File: config.mk
export PLATFORM = sky130hd
export DESIGN_NAME = out_stream_arbiter_flat
export DESIGN_NICKNAME = d
export VERILOG_FILES = /design/src/rtl/out_stream_arbiter_if.sv /design/src/rtl/out_stream_arbiter.sv /design/src/flat_wrapper.sv
export SDC_FILE = /design/constraint.sdc
export NUM_CORES = 1
export LEC_CHECK = 0
export CELL_PAD_IN_SITES_DETAIL_PLACEMENT = 1
export CELL_PAD_IN_SITES_GLOBAL_PLACEMENT = 1
export CORE_MARGIN = 5
export CORE_UTILIZATION = 28
export CTS_BUF_LIST = sky130_fd_sc_hd__clkbuf_8 sky130_fd_sc_hd__clkbuf_16
export DETAILED_ROUTE_END_ITERATION = 6
export PLACE_DENSITY_LB_ADDON = 0.1
export SETUP_SLACK_MARGIN = 0.15
export SLEW_MARGIN = 20
export SYNTH_ARGS = -nofsm -noshare
export SYNTH_HDL_FRONTEND = slang
export SYNTH_SLANG_ARGS = --single-unit
File: constraint.sdc
create_clock -name clk -period 5.1 [get_ports clk]
set_clock_uncertainty 0.2 [all_clocks]
set_input_delay 1.275 -clock clk [delete_from_list [all_inputs] [get_ports clk]]
set_output_delay 1.275 -clock clk [all_outputs]
set_load 0.005 [all_outputs]
File: src/rtl/out_stream_arbiter_if.sv
// Stream bundle around the result arbiter: NUM_IN packed input channels in, one tagged stream out.
// The slave modport is the arbiter's view; the master modport is the surrounding fabric's view.
interface out_stream_arbiter_if #(
  parameter int NUM_IN = 4,
  parameter int OUTW   = 24
);
  localparam int IDW = $clog2(NUM_IN);

  logic [NUM_IN*OUTW-1:0] IN_AXIS_TDATA;
  logic [NUM_IN-1:0]      IN_AXIS_TVALID;
  logic [NUM_IN-1:0]      IN_AXIS_TREADY;
  logic [OUTW-1:0]        OUT_AXIS_TDATA;
  logic [IDW-1:0]         OUT_AXIS_TID;
  logic                   OUT_AXIS_TLAST;
  logic                   OUT_AXIS_TVALID;
  logic                   OUT_AXIS_TREADY;

  modport slave (
    input  IN_AXIS_TDATA, IN_AXIS_TVALID, OUT_AXIS_TREADY,
    output IN_AXIS_TREADY, OUT_AXIS_TDATA, OUT_AXIS_TID, OUT_AXIS_TLAST, OUT_AXIS_TVALID
  );

  modport master (
    output IN_AXIS_TDATA, IN_AXIS_TVALID, OUT_AXIS_TREADY,
    input  IN_AXIS_TREADY, OUT_AXIS_TDATA, OUT_AXIS_TID, OUT_AXIS_TLAST, OUT_AXIS_TVALID
  );
endinterface

File: src/rtl/out_stream_arbiter.sv
// Round-robin burst arbiter merging NUM_IN streams into one; 1-cycle latency through a single output register.
// Backpressure: input ready follows out_free of the granted channel only; output holds stable while stalled.
module out_stream_arbiter #(
  parameter int NUM_IN = 4,
  parameter int OUTW   = 24,
  parameter int BURST  = 8
) (
  input  logic                clk,
  input  logic                reset,
  out_stream_arbiter_if.slave axis
);
  localparam int IDW = $clog2(NUM_IN);
  localparam int CW  = $clog2(BURST + 1);
  localparam logic [CW-1:0] CNT_LAST = CW'(BURST - 1);

  typedef enum logic {S_IDLE, S_GRANT} state_t;

  typedef struct packed {
    logic [OUTW-1:0] dat;
    logic [IDW-1:0]  id;
    logic            last;
  } beat_t;

  state_t         state, state_nxt;
  logic [IDW-1:0] grant, grant_nxt;
  logic [IDW-1:0] last_grant, last_grant_nxt;
  logic [IDW-1:0] pick;
  logic [IDW:0]   rr_idx;
  logic [CW-1:0]  cnt, cnt_nxt;
  logic           pick_vld;
  logic           out_vld;
  logic           out_free;
  logic           accept;
  beat_t          out_beat;
  beat_t          in_beat;

  // Scan from last_grant+1 upward; the extra index bit lets the wrap work for any NUM_IN.
  always_comb begin
    pick_vld = 1'b0;
    pick     = last_grant;
    rr_idx   = '0;
    for (int k = 1; k <= NUM_IN; k++) begin
      rr_idx = {1'b0, last_grant} + (IDW+1)'(k);
      if (rr_idx >= (IDW+1)'(NUM_IN)) rr_idx = rr_idx - (IDW+1)'(NUM_IN);
      if (!pick_vld && axis.IN_AXIS_TVALID[rr_idx[IDW-1:0]]) begin
        pick_vld = 1'b1;
        pick     = rr_idx[IDW-1:0];
      end
    end
  end

  assign out_free = !out_vld || axis.OUT_AXIS_TREADY;
  assign accept   = (state == S_GRANT) && !reset && axis.IN_AXIS_TVALID[grant] && out_free;

  always_comb begin
    axis.IN_AXIS_TREADY = '0;
    if (state == S_GRANT && !reset) axis.IN_AXIS_TREADY[grant] = out_free;
  end

  always_comb begin
    in_beat      = '0;
    in_beat.dat  = axis.IN_AXIS_TDATA[grant*OUTW +: OUTW];
    in_beat.id   = grant;
    in_beat.last = (cnt == CNT_LAST);
  end

  always_comb begin
    state_nxt      = state;
    grant_nxt      = grant;
    last_grant_nxt = last_grant;
    cnt_nxt        = cnt;
    case (state)
      S_IDLE: begin
        if (pick_vld) begin
          state_nxt = S_GRANT;
          grant_nxt = pick;
          cnt_nxt   = '0;
        end
      end
      S_GRANT: begin
        // The grant is never preempted; a stalled channel simply holds the arbiter.
        if (accept) begin
          if (cnt == CNT_LAST) begin
            cnt_nxt        = '0;
            last_grant_nxt = grant;
            state_nxt      = S_IDLE;
          end else begin
            cnt_nxt = cnt + CW'(1);
          end
        end
      end
      default: state_nxt = S_IDLE;
    endcase
  end

  always_ff @(posedge clk) begin
    if (reset) begin
      state      <= S_IDLE;
      grant      <= '0;
      last_grant <= IDW'(NUM_IN - 1);
      cnt        <= '0;
      out_vld    <= 1'b0;
      out_beat   <= '0;
    end else begin
      state      <= state_nxt;
      grant      <= grant_nxt;
      last_grant <= last_grant_nxt;
      cnt        <= cnt_nxt;
      if (accept) begin
        out_vld  <= 1'b1;
        out_beat <= in_beat;
      end else if (axis.OUT_AXIS_TREADY) begin
        out_vld  <= 1'b0;
      end
    end
  end

  assign axis.OUT_AXIS_TVALID = out_vld;
  assign axis.OUT_AXIS_TDATA  = out_beat.dat;
  assign axis.OUT_AXIS_TID    = out_beat.id;
  assign axis.OUT_AXIS_TLAST  = out_beat.last;

endmodule

File: src/flat_wrapper.sv
// flat-port wrapper written by rule: the top's interface ports become plain ports
module out_stream_arbiter_flat 
#(
  parameter int NUM_IN = 4,
  parameter int OUTW   = 24,
  parameter int BURST  = 8
)
  (clk, reset, axis_IN_AXIS_TDATA, axis_IN_AXIS_TVALID, axis_OUT_AXIS_TREADY, axis_IN_AXIS_TREADY, axis_OUT_AXIS_TDATA, axis_OUT_AXIS_TID, axis_OUT_AXIS_TLAST, axis_OUT_AXIS_TVALID);
  out_stream_arbiter_if #(.NUM_IN(NUM_IN), .OUTW(OUTW)) axis_i ();
  input  logic clk;
  input  logic reset;
  input wire logic [$bits(axis_i.IN_AXIS_TDATA)-1:0] axis_IN_AXIS_TDATA;
  input wire logic [$bits(axis_i.IN_AXIS_TVALID)-1:0] axis_IN_AXIS_TVALID;
  input wire logic [$bits(axis_i.OUT_AXIS_TREADY)-1:0] axis_OUT_AXIS_TREADY;
  output wire logic [$bits(axis_i.IN_AXIS_TREADY)-1:0] axis_IN_AXIS_TREADY;
  output wire logic [$bits(axis_i.OUT_AXIS_TDATA)-1:0] axis_OUT_AXIS_TDATA;
  output wire logic [$bits(axis_i.OUT_AXIS_TID)-1:0] axis_OUT_AXIS_TID;
  output wire logic [$bits(axis_i.OUT_AXIS_TLAST)-1:0] axis_OUT_AXIS_TLAST;
  output wire logic [$bits(axis_i.OUT_AXIS_TVALID)-1:0] axis_OUT_AXIS_TVALID;
  assign axis_i.IN_AXIS_TDATA = axis_IN_AXIS_TDATA;
  assign axis_i.IN_AXIS_TVALID = axis_IN_AXIS_TVALID;
  assign axis_i.OUT_AXIS_TREADY = axis_OUT_AXIS_TREADY;
  assign axis_IN_AXIS_TREADY = axis_i.IN_AXIS_TREADY;
  assign axis_OUT_AXIS_TDATA = axis_i.OUT_AXIS_TDATA;
  assign axis_OUT_AXIS_TID = axis_i.OUT_AXIS_TID;
  assign axis_OUT_AXIS_TLAST = axis_i.OUT_AXIS_TLAST;
  assign axis_OUT_AXIS_TVALID = axis_i.OUT_AXIS_TVALID;
  out_stream_arbiter #(.NUM_IN(NUM_IN), .OUTW(OUTW), .BURST(BURST)) u_core (.clk(clk), .reset(reset), .axis(axis_i));
endmodule
==> results of run 1 <==
## metal layers
layer / GRT usage / share of wire / wire length [um] / vias to the layer above
li1: - / - / - / 1037
met1: 0.1682 / 0.38 / 2822 / 1044
met2: 0.2972 / 0.53 / 3947 / 80
met3: 0.06187 / 0.087 / 647 / 4
met4: 0.03672 / 0.0082 / 61 / 0
met5: 0 / 0 / 0 / -
## critical path, delay by kind of cell
kind | cells | cell delay [ns]
buf+inv | 2 | 0.97
simple gates | 4 | 0.63
## cell families after synthesis
group	Yosys count	synth area share
multiplexers	26	0.2727
flip-flops	37	0.3518
buffers and inverters	21	0.05526
AND/OR/NAND/NOR	88	0.1925
adder cells (fa/ha/maj)	1	0.005941
AO/OA/AOI/OAI	43	0.1218
## worst min-delay path by stage
stage          slack (ns)                              to                            from
2_1_floorplan        0.25   u_core.axis.OUT_AXIS_TDATA[0]   u_core.axis.OUT_AXIS_TDATA[0]
3_3_place_gp         0.24  u_core.axis.OUT_AXIS_TDATA[10]  u_core.axis.OUT_AXIS_TDATA[10]
3_5_place_dp         0.25  u_core.axis.OUT_AXIS_TDATA[16]  u_core.axis.OUT_AXIS_TDATA[16]
4_1_cts              0.26  u_core.axis.OUT_AXIS_TDATA[16]  u_core.axis.OUT_AXIS_TDATA[16]
5_1_grt              0.28  u_core.axis.OUT_AXIS_TDATA[13]  u_core.axis.OUT_AXIS_TDATA[13]
6_report             0.26   u_core.axis.OUT_AXIS_TDATA[9]   u_core.axis.OUT_AXIS_TDATA[9]
## cell type report
class / instances / area (um2)
clock buffers: 5 / 68.82
multi-input cells: 158 / 1249
inverters: 2 / 7.507
repair buffers: 138 / 1371
fillers: 868 / 3695
clock inverters: 2 / 35.03
flip-flops and latches: 37 / 742.0
well taps: 99 / 123.9
## state kept, by name, indices dropped and copies added (netlist names)
signal	cells
u_core.axis.OUT_AXIS_TLAST	1
u_core.cnt	4
u_core.axis.OUT_AXIS_TVALID	1
u_core.axis.OUT_AXIS_TID	2
u_core.last_grant	2
u_core.grant	2
u_core.state	1
u_core.axis.OUT_AXIS_TDATA	24
## cells in the final DEF, fill, tap and decap left out, types with 2 or more instances in the layout
cell,synthesis,layout
dfxtp_1,37,36
nand2_1,56,56
a211o_1,3,3
inv_1,2,2
clkbuf_8,0,5
o21ai_0,2,2
clkdlybuf4s50_1,0,134
nor3b_1,5,5
mux4_2,25,25
and3_1,4,4
nor2_1,6,6
nand2b_1,5,5
nor3_1,3,3
a21oi_1,31,31
buf_4,0,4
## power breakdown
part / switching [mW] / leakage [nW] / total [mW] / internal, mW
clock: 0.105 / 0.0540 / 0.248 / 0.142
combinational: 0.0592 / 0.880 / 0.192 / 0.132
sequential: 0.0129 / 0.301 / 0.314 / 0.301
## metrics by stage
step	hold slack [ns]	cells	instance area, um2
floorplan	0.2527	216	2106
global placement	0.2408	434	3493
detailed placement	0.2458	434	3493
CTS	0.2558	441	3597
global route	0.2766	441	3597
finish	0.2563	441	3597
==> impl_metrics.py, run 1 <==
metrics = {
    "timing": {
        "tns_ns": 0,
        "period_share": 0.8526,
        "setup_slack_ns": 0.7517,
        "final_hold_viol_count": 0,
        "fmax_mhz": 230.0,
        "rsz0062_at_grt": "no",
        "setup_violations": 0,
        "tightest_slew_ns": 0.6983,
        "drv_slew": 0,
        "period_needed_ns": 4.348,
        "slew_headroom": 0.5338,
    },
    "power": {
        "p_leak_nw": 1.235,
        "ir_drop_v": 0.00009245,
        "power_uw": 752.8,
        "power_density_nw_per_um2": 209.3,
    },
    "critical_path": {
        "crit_start": "reset",
        "end_kind": "output port",
        "cpMostUsedCell": "clkdlybuf4s50_1",
        "path_class": "in2out",
        "timing.rr.start": "u_core.grant[1]",
        "worst-path-max-fanout": 4,
        "start_kind": "primary input",
        "slowest_stage": "clkdlybuf4s50_1",
        "cp-endpoint": "axis_IN_AXIS_TREADY[2]",
        "arrival_ns": 2.87,
        "r2r_slack_ns": 2.01,
        "cp.required_ns": 3.62,
        "max_stage_delay_ns": 0.52,
        "r2r-end": "u_core.axis.OUT_AXIS_TDATA[17]",
        "rr_worst_depth": 6,
        "crit_path_cell_trace": "clkdlybuf4s50_1, nor2b_1, and2_1, nand2_1, nor2_1, clkdlybuf4s50_1",
    },
    "routing": {
        "viasPerCell": 4.909,
        "drt_iter0_markers": 38,
        "routedWlPerCell_um": 16.96,
        "drc_errors": 0,
        "first_pass_iters": 4,
        "num_vias": 2165,
        "drt-total-wl_mm": 7.479,
        "antenna_left": 0,
    },
    "layout": {
        "drive_above_1_share": 0.1170,
        "area_delta_synth_final_pct": 70.83,
        "finish.utilization": 0.4933,
        "nNetsFinal": 446,
        "antenna_cells": 0,
    },
    "floorplanning": {
        "core_area_um2": 7292,
        "dieArea_um2": 9355,
        "fp.dieW_um": 96.72,
        "die_h_um": 96.72,
        "placementRows": 31,
        "initial_core_util": 0.2888,
        "num_io_pins": 135,
    },
    "global_route": {
        "grtUsageTotal": 0.1596,
        "grt_pass1_wl_mm": 12.14,
        "grt-ovfl-total": 0,
        "antenna_found_initial": 0,
        "grt_max_degree": 37,
        "grt_pass1_vias": 2450,
    },
    "place": {
        "dp_slack_ns": 0.7203,
        "gp_congestion": 0.6776,
        "io_buffer_count": 134,
        "hpwl_mm": 5.953,
    },
    "clocking": {
        "post_cts_resized": 0,
        "htree_levels": 2,
        "cts_tree": "done",
        "cts_root_buf": "clkbuf_8",
        "cts_buffers": 5,
        "postCtsHoldBufs": 0,
        "cts_setup_buffers": 0,
        "clkLatencyLatePin_ns": 0.28,
        "ctsLongestPathBuffers": 2,
        "clk_pin_slew_ns": 0.07,
        "clkSinkCount": 37,
    },
    "synthesis": {
        "ys_types": 34,
        "yosys.area.top_type": "dfxtp_1",
        "yosysTopAreaCellShare": 0.3518,
        "syn_avg_cell_area_um2": 9.749,
        "synth_commonest_cells": "nand2_1 (56), dfxtp_1 (37), a21oi_1 (31), mux4_2 (25), clkbuf_1 (8)",
        "yosysMostFrequentCell": "nand2_1",
        "ys.flop_type": "dfxtp_1",
        "synth_seq_cells": 37,
        "synthArstFlopShare": 0,
        "syn_nets": 320,
        "netlist_instances": 216,
        "synth_seq_area_share": 0.3518,
        "synth.cell_area_um2": 2106,
        "yosysWarnings": 0,
        "synth_edf_count": 0,
        "synthTopCellsByArea": "dfxtp_1 (35%), mux4_2 (27%), nand2_1 (10%)",
    },
    "worst_hold_path": {
        "hold_class": "reg2reg",
        "min_path_cells": 2,
    },
    "run": {
        "max-cap-violations": 0,
    },
    "outcome": {
        "outcome": "complete, no violations",
    },
}
Note: power is estimated with default switching activity, not from simulation.
==> inputs of run 2 (changes only) <==
Settings changed: MAX_ROUTING_LAYER from default to met4.
==> run 2 against run 1 <==
Net effect:
- total power about the same
- sequential share of layout area unchanged
- global-route usage increased by 0.48 points
- final area unchanged
- highest routed layer unchanged
==> impl_metrics.py, run 2 (same netlist as run 1, synthesis figures left out) <==
metrics = {
    "critical_path": {
        "path_class": "in2out",
        "r2r-end": "u_core.axis.OUT_AXIS_TDATA[2]",
        "cpMostUsedCell": "clkdlybuf4s50_1",
        "crit_start": "reset",
        "path_buf_inv": 2,
        "max_stage_delay_ns": 0.52,
        "cp-endpoint": "axis_IN_AXIS_TREADY[2]",
        "timing.rr.start": "u_core.grant[1]",
        "rr_worst_depth": 6,
        "worst-path-max-fanout": 4,
        "worstSetupPathDepth": 6,
        "r2r_slack_ns": 2.02,
        "cp_top_family": "buffers and inverters",
        "start_kind": "primary input",
        "slowest_stage": "clkdlybuf4s50_1",
        "arrival_ns": 2.88,
        "cp.required_ns": 3.62,
        "end_kind": "output port",
        "crit_path_cell_trace": "clkdlybuf4s50_1, nor2b_1, and2_1, nand2_1, nor2_1, clkdlybuf4s50_1",
    },
    "power": {
        "switching_power_uw": 176.8,
        "power_frac_clock": 0.329,
        "power_density_nw_per_um2": 209.1,
        "p_leak_nw": 1.235,
        "swShare": 0.2351,
        "ir_drop_v": 0.00009209,
        "power.internal_uw": 575.2,
        "seqPwrFrac": 0.417,
        "p_comb_frac": 0.254,
    },
    "routing": {
        "drt_iter0_markers": 28,
        "routedWlPerCell_um": 16.95,
        "num_vias": 2160,
        "viasPerCell": 4.898,
        "drt-total-wl_mm": 7.474,
        "drc_errors": 0,
        "antenna_left": 0,
        "first_pass_iters": 4,
    },
    "floorplanning": {
        "initial_core_util": 0.2888,
        "placementRows": 31,
        "num_io_pins": 135,
        "fp.dieW_um": 96.72,
        "core_area_um2": 7292,
        "dieArea_um2": 9355,
        "die_h_um": 96.72,
    },
    "timing": {
        "period_share": 0.8532,
        "slew_headroom": 0.5316,
        "final_hold_viol_count": 0,
        "period_needed_ns": 4.351,
        "tightest_slew_ns": 0.7017,
        "tns_ns": 0,
        "rsz0062_at_grt": "no",
        "setup_violations": 0,
        "fmax_mhz": 229.8,
        "drv_slew": 0,
    },
    "global_route": {
        "grt_max_degree": 37,
        "grt-ovfl-total": 0,
        "grtUsageTotal": 0.1644,
        "antenna_found_initial": 0,
        "grt_pass1_wl_mm": 12.12,
        "grt_pass1_vias": 2460,
    },
    "layout": {
        "largest_reg_flops": 24,
        "final_cell_mix": "clkdlybuf4s50_1 (134), nand2_1 (56), dfxtp_1 (36), a21oi_1 (31), mux4_2 (25)",
        "drive_above_1_share": 0.1170,
        "final_common_cell": "clkdlybuf4s50_1",
        "nNetsFinal": 446,
        "final_cells": 441,
        "antenna_cells": 0,
        "area_delta_synth_final_pct": 70.83,
    },
    "place": {
        "gp_congestion": 0.6844,
        "io_buffer_count": 134,
        "hpwl_mm": 5.953,
        "dp_cells": 434,
    },
    "clocking": {
        "clk_pin_slew_ns": 0.07,
        "cts_buffers": 5,
        "post_cts_resized": 0,
        "ctsLongestPathBuffers": 2,
        "htree_levels": 2,
        "cts_setup_buffers": 0,
        "clkLatencyLatePin_ns": 0.28,
        "postCtsHoldBufs": 0,
        "clkSinkCount": 37,
        "cts_root_buf": "clkbuf_8",
        "cts_tree": "done",
    },
    "outcome": {
        "outcome": "complete, no violations",
    },
    "worst_hold_path": {
        "hold_class": "reg2reg",
    },
    "run": {
        "max-cap-violations": 0,
    },
}
-- run 2: cell counts in the layout (fill, tap and decap cells not counted) --
Identical to the previous run, type by type.
-- run 2: through the flow --
| step | cell area [um2] | util | power [mW] | setup WS, ns | hold slack [ns] |
|---|---|---|---|---|---|
| finish | 3597 | 0.4933 | 0.7520 | 0.7486 | 0.2557 |
| global route | 3597 | 0.4933 | 0.7878 | 0.6199 | 0.2766 |
| CTS | 3597 | 0.4933 | 0.7630 | 0.7203 | 0.2558 |
| detailed placement | 3493 | 0.4791 | 0.5158 | 0.7203 | 0.2458 |
| global placement | 3493 | 0.4791 | 0.5110 | 0.7786 | 0.2408 |
| floorplan | 2106 | - | 0.3994 | 1.611 | 0.2527 |
-- run 2: worst min path at each step --
stage                                    from  slack [ns]  cells past startpoint                             end
2_1_floorplan   u_core.axis.OUT_AXIS_TDATA[0]        0.25                      2   u_core.axis.OUT_AXIS_TDATA[0]
3_3_place_gp   u_core.axis.OUT_AXIS_TDATA[10]        0.24                      2  u_core.axis.OUT_AXIS_TDATA[10]
3_5_place_dp   u_core.axis.OUT_AXIS_TDATA[16]        0.25                      2  u_core.axis.OUT_AXIS_TDATA[16]
4_1_cts        u_core.axis.OUT_AXIS_TDATA[16]        0.26                      2  u_core.axis.OUT_AXIS_TDATA[16]
5_1_grt        u_core.axis.OUT_AXIS_TDATA[13]        0.28                      2  u_core.axis.OUT_AXIS_TDATA[13]
6_report        u_core.axis.OUT_AXIS_TDATA[9]        0.26                      2   u_core.axis.OUT_AXIS_TDATA[9]
-- run 2: power by group through the flow --
stage | clock network [mW] | logic (mW) | registers (mW)
6_report | 0.247 | 0.191 | 0.314
5_1_grt | 0.265 | 0.207 | 0.316
4_1_cts | 0.253 | 0.195 | 0.315
3_5_place_dp | 0 | 0.194 | 0.321
3_3_place_gp | 0 | 0.191 | 0.320
2_1_floorplan | 0 | 0.0855 | 0.314
-- run 2: layout make-up --
cell class | instances | area [um2]
Fill cell | 868 | 3695
Timing Repair Buffer | 138 | 1371
Multi-Input combinational cell | 158 | 1249
Sequential cell | 37 | 742.0
Tap cell | 99 | 123.9
Clock buffer | 5 | 68.82
Clock inverter | 2 | 35.03
Inverter | 2 | 7.507
-- run 2: worst register-to-register path, stage by stage, from the launching register on --
cell,delay [ns]
dfxtp_1,0.77
buf_4,0.39
mux4_2,0.59
nand3_1,0.47
buf_4,0.35
nand2_1,0.09
a21oi_1,0.14
-- run 2: routing by layer --
layer  vias up  global-route usage  part of all wire
li1       1038                   -                 -
met1      1037              0.1709              0.39
met2        80              0.2967              0.52
met3         5             0.06187             0.080
met4         0             0.03348            0.0082
met5         -                   -                 0
==> inputs of run 3 (changes only) <==
Settings changed: CTS_BUF_LIST sky130_fd_sc_hd__clkbuf_8 sky130_fd_sc_hd__clkbuf_16 to default, REMOVE_ABC_BUFFERS from default to 1.
==> run 3 against run 2 <==
Net effect:
- cell count grew 0.23%
- sequential share of layout area increased by 0.14 points
- hold slack about the same
- critical path depth down 1
- flip-flop and latch count unchanged
- critical path type unchanged
- highest routed layer unchanged
==> impl_metrics.py, run 3 (same netlist as run 1, synthesis figures left out) <==
metrics = {
    "clocking": {
        "cts_tree": "done",
        "cts_buffers": 5,
        "clkSinkCount": 37,
        "postCtsHoldBufs": 0,
        "cts_root_buf": "clkbuf_8",
        "post_cts_resized": 0,
        "ctsLongestPathBuffers": 2,
        "cts_setup_buffers": 0,
        "clkLatencyLatePin_ns": 0.28,
        "htree_levels": 2,
        "clk_pin_slew_ns": 0.07,
    },
    "layout": {
        "fill_cells": 871,
        "drive_above_1_share": 0.1108,
        "nNetsFinal": 446,
        "regArea_um2": 742.0,
        "area_delta_synth_final_pct": 69.70,
        "largest_reg_flops": 24,
        "final_cells": 442,
        "antenna_cells": 0,
        "final_common_cell": "clkdlybuf4s50_1",
        "finish.utilization": 0.4900,
        "final_cell_mix": "clkdlybuf4s50_1 (134), nand2_1 (56), dfxtp_1 (36), a21oi_1 (31), mux4_2 (25)",
        "multi_input_area_um2": 1249,
    },
    "critical_path": {
        "worst-path-max-fanout": 4,
        "cp.required_ns": 3.62,
        "path_class": "in2out",
        "arrival_ns": 2.81,
        "end_kind": "output port",
        "r2r_slack_ns": 2.17,
        "start_kind": "primary input",
    },
    "place": {
        "gp_congestion": 0.7491,
        "io_buffer_count": 134,
        "dp_cells": 434,
        "hpwl_mm": 6.070,
    },
    "timing": {
        "slew_headroom": 0.4285,
        "tightest_slew_ns": 0.8549,
        "fmax_mhz": 233.2,
        "period_needed_ns": 4.287,
        "final_hold_viol_count": 0,
        "whs_ns": 0.2553,
        "setup_violations": 0,
        "rsz0062_at_grt": "no",
        "drv_slew": 0,
        "tns_ns": 0,
        "period_share": 0.8406,
    },
    "routing": {
        "viasPerCell": 4.880,
        "drt-total-wl_mm": 7.741,
        "drc_errors": 0,
        "drt_iter0_markers": 51,
        "first_pass_iters": 4,
        "num_vias": 2157,
        "antenna_left": 0,
        "routedWlPerCell_um": 17.51,
    },
    "global_route": {
        "grtUsageTotal": 0.1668,
        "antenna_found_initial": 0,
        "grt-ovfl-total": 0,
        "grt_max_degree": 37,
        "grt_pass1_wl_mm": 12.34,
        "grt_pass1_vias": 2306,
    },
    "floorplanning": {
        "num_io_pins": 135,
        "fp.dieW_um": 96.72,
        "dieArea_um2": 9355,
        "initial_core_util": 0.2888,
        "die_h_um": 96.72,
        "placementRows": 31,
        "core_area_um2": 7292,
    },
    "power": {
        "ir_drop_v": 0.00009785,
        "p_leak_nw": 1.220,
        "power_density_nw_per_um2": 195.6,
    },
    "run": {
        "max-cap-violations": 0,
    },
    "worst_hold_path": {
        "hold_class": "reg2reg",
    },
    "outcome": {
        "outcome": "complete, no violations",
    },
}
run 3: final cells by class:
cell class | count | area share
Inverter | 2 | 0.002101
Sequential cell | 37 | 0.2076
Multi-Input combinational cell | 158 | 0.3494
Clock buffer | 8 | 0.02241
Timing Repair Buffer | 138 | 0.3838
Tap cell | 99 | 0.03466
run 3: worst paths after layout:
path	start	end	depth (start not counted)
worst max-delay path	reset	axis_IN_AXIS_TREADY[3]	5
worst min-delay path	u_core.axis.OUT_AXIS_TDATA[21]	u_core.axis.OUT_AXIS_TDATA[21]	2
worst max register to register	u_core.grant[1]	u_core.axis.OUT_AXIS_TDATA[18]	6
worst min register to register	u_core.axis.OUT_AXIS_TDATA[21]	u_core.axis.OUT_AXIS_TDATA[21]	2
run 3: power breakdown:
part	internal [mW]	total [mW]	switching [mW]
clock	0.0971	0.193	0.0961
sequential	0.301	0.313	0.0118
combinational	0.132	0.193	0.0611
total	0.530	0.699	0.169
run 3: metal layers:
layer	GRT usage	share of wire	vias up	routed length, um
met5	-	0	-	0
met4	0.02592	0.0068	0	53
met3	0.04029	0.048	7	373
met2	0.3015	0.54	73	4142
met1	0.1901	0.41	1044	3172
li1	-	-	1033	-
run 3: worst max-delay path, cell delays in order:
cell and delay, ns:
clkdlybuf4s50_1 0.42, nor2b_1 0.24, and2_1 0.21, and3_1 0.17, clkdlybuf4s50_1 0.50
run 3: metrics by stage:
stage,power [mW],area (um2),setup WS (ns)
3_3_place_gp,0.5119,3493,0.8483
5_1_grt,0.7356,3573,0.6855
6_report,0.6991,3573,0.8127
4_1_cts,0.7112,3573,0.7961
3_5_place_dp,0.5158,3493,0.7932
2_1_floorplan,0.3889,1997,1.810
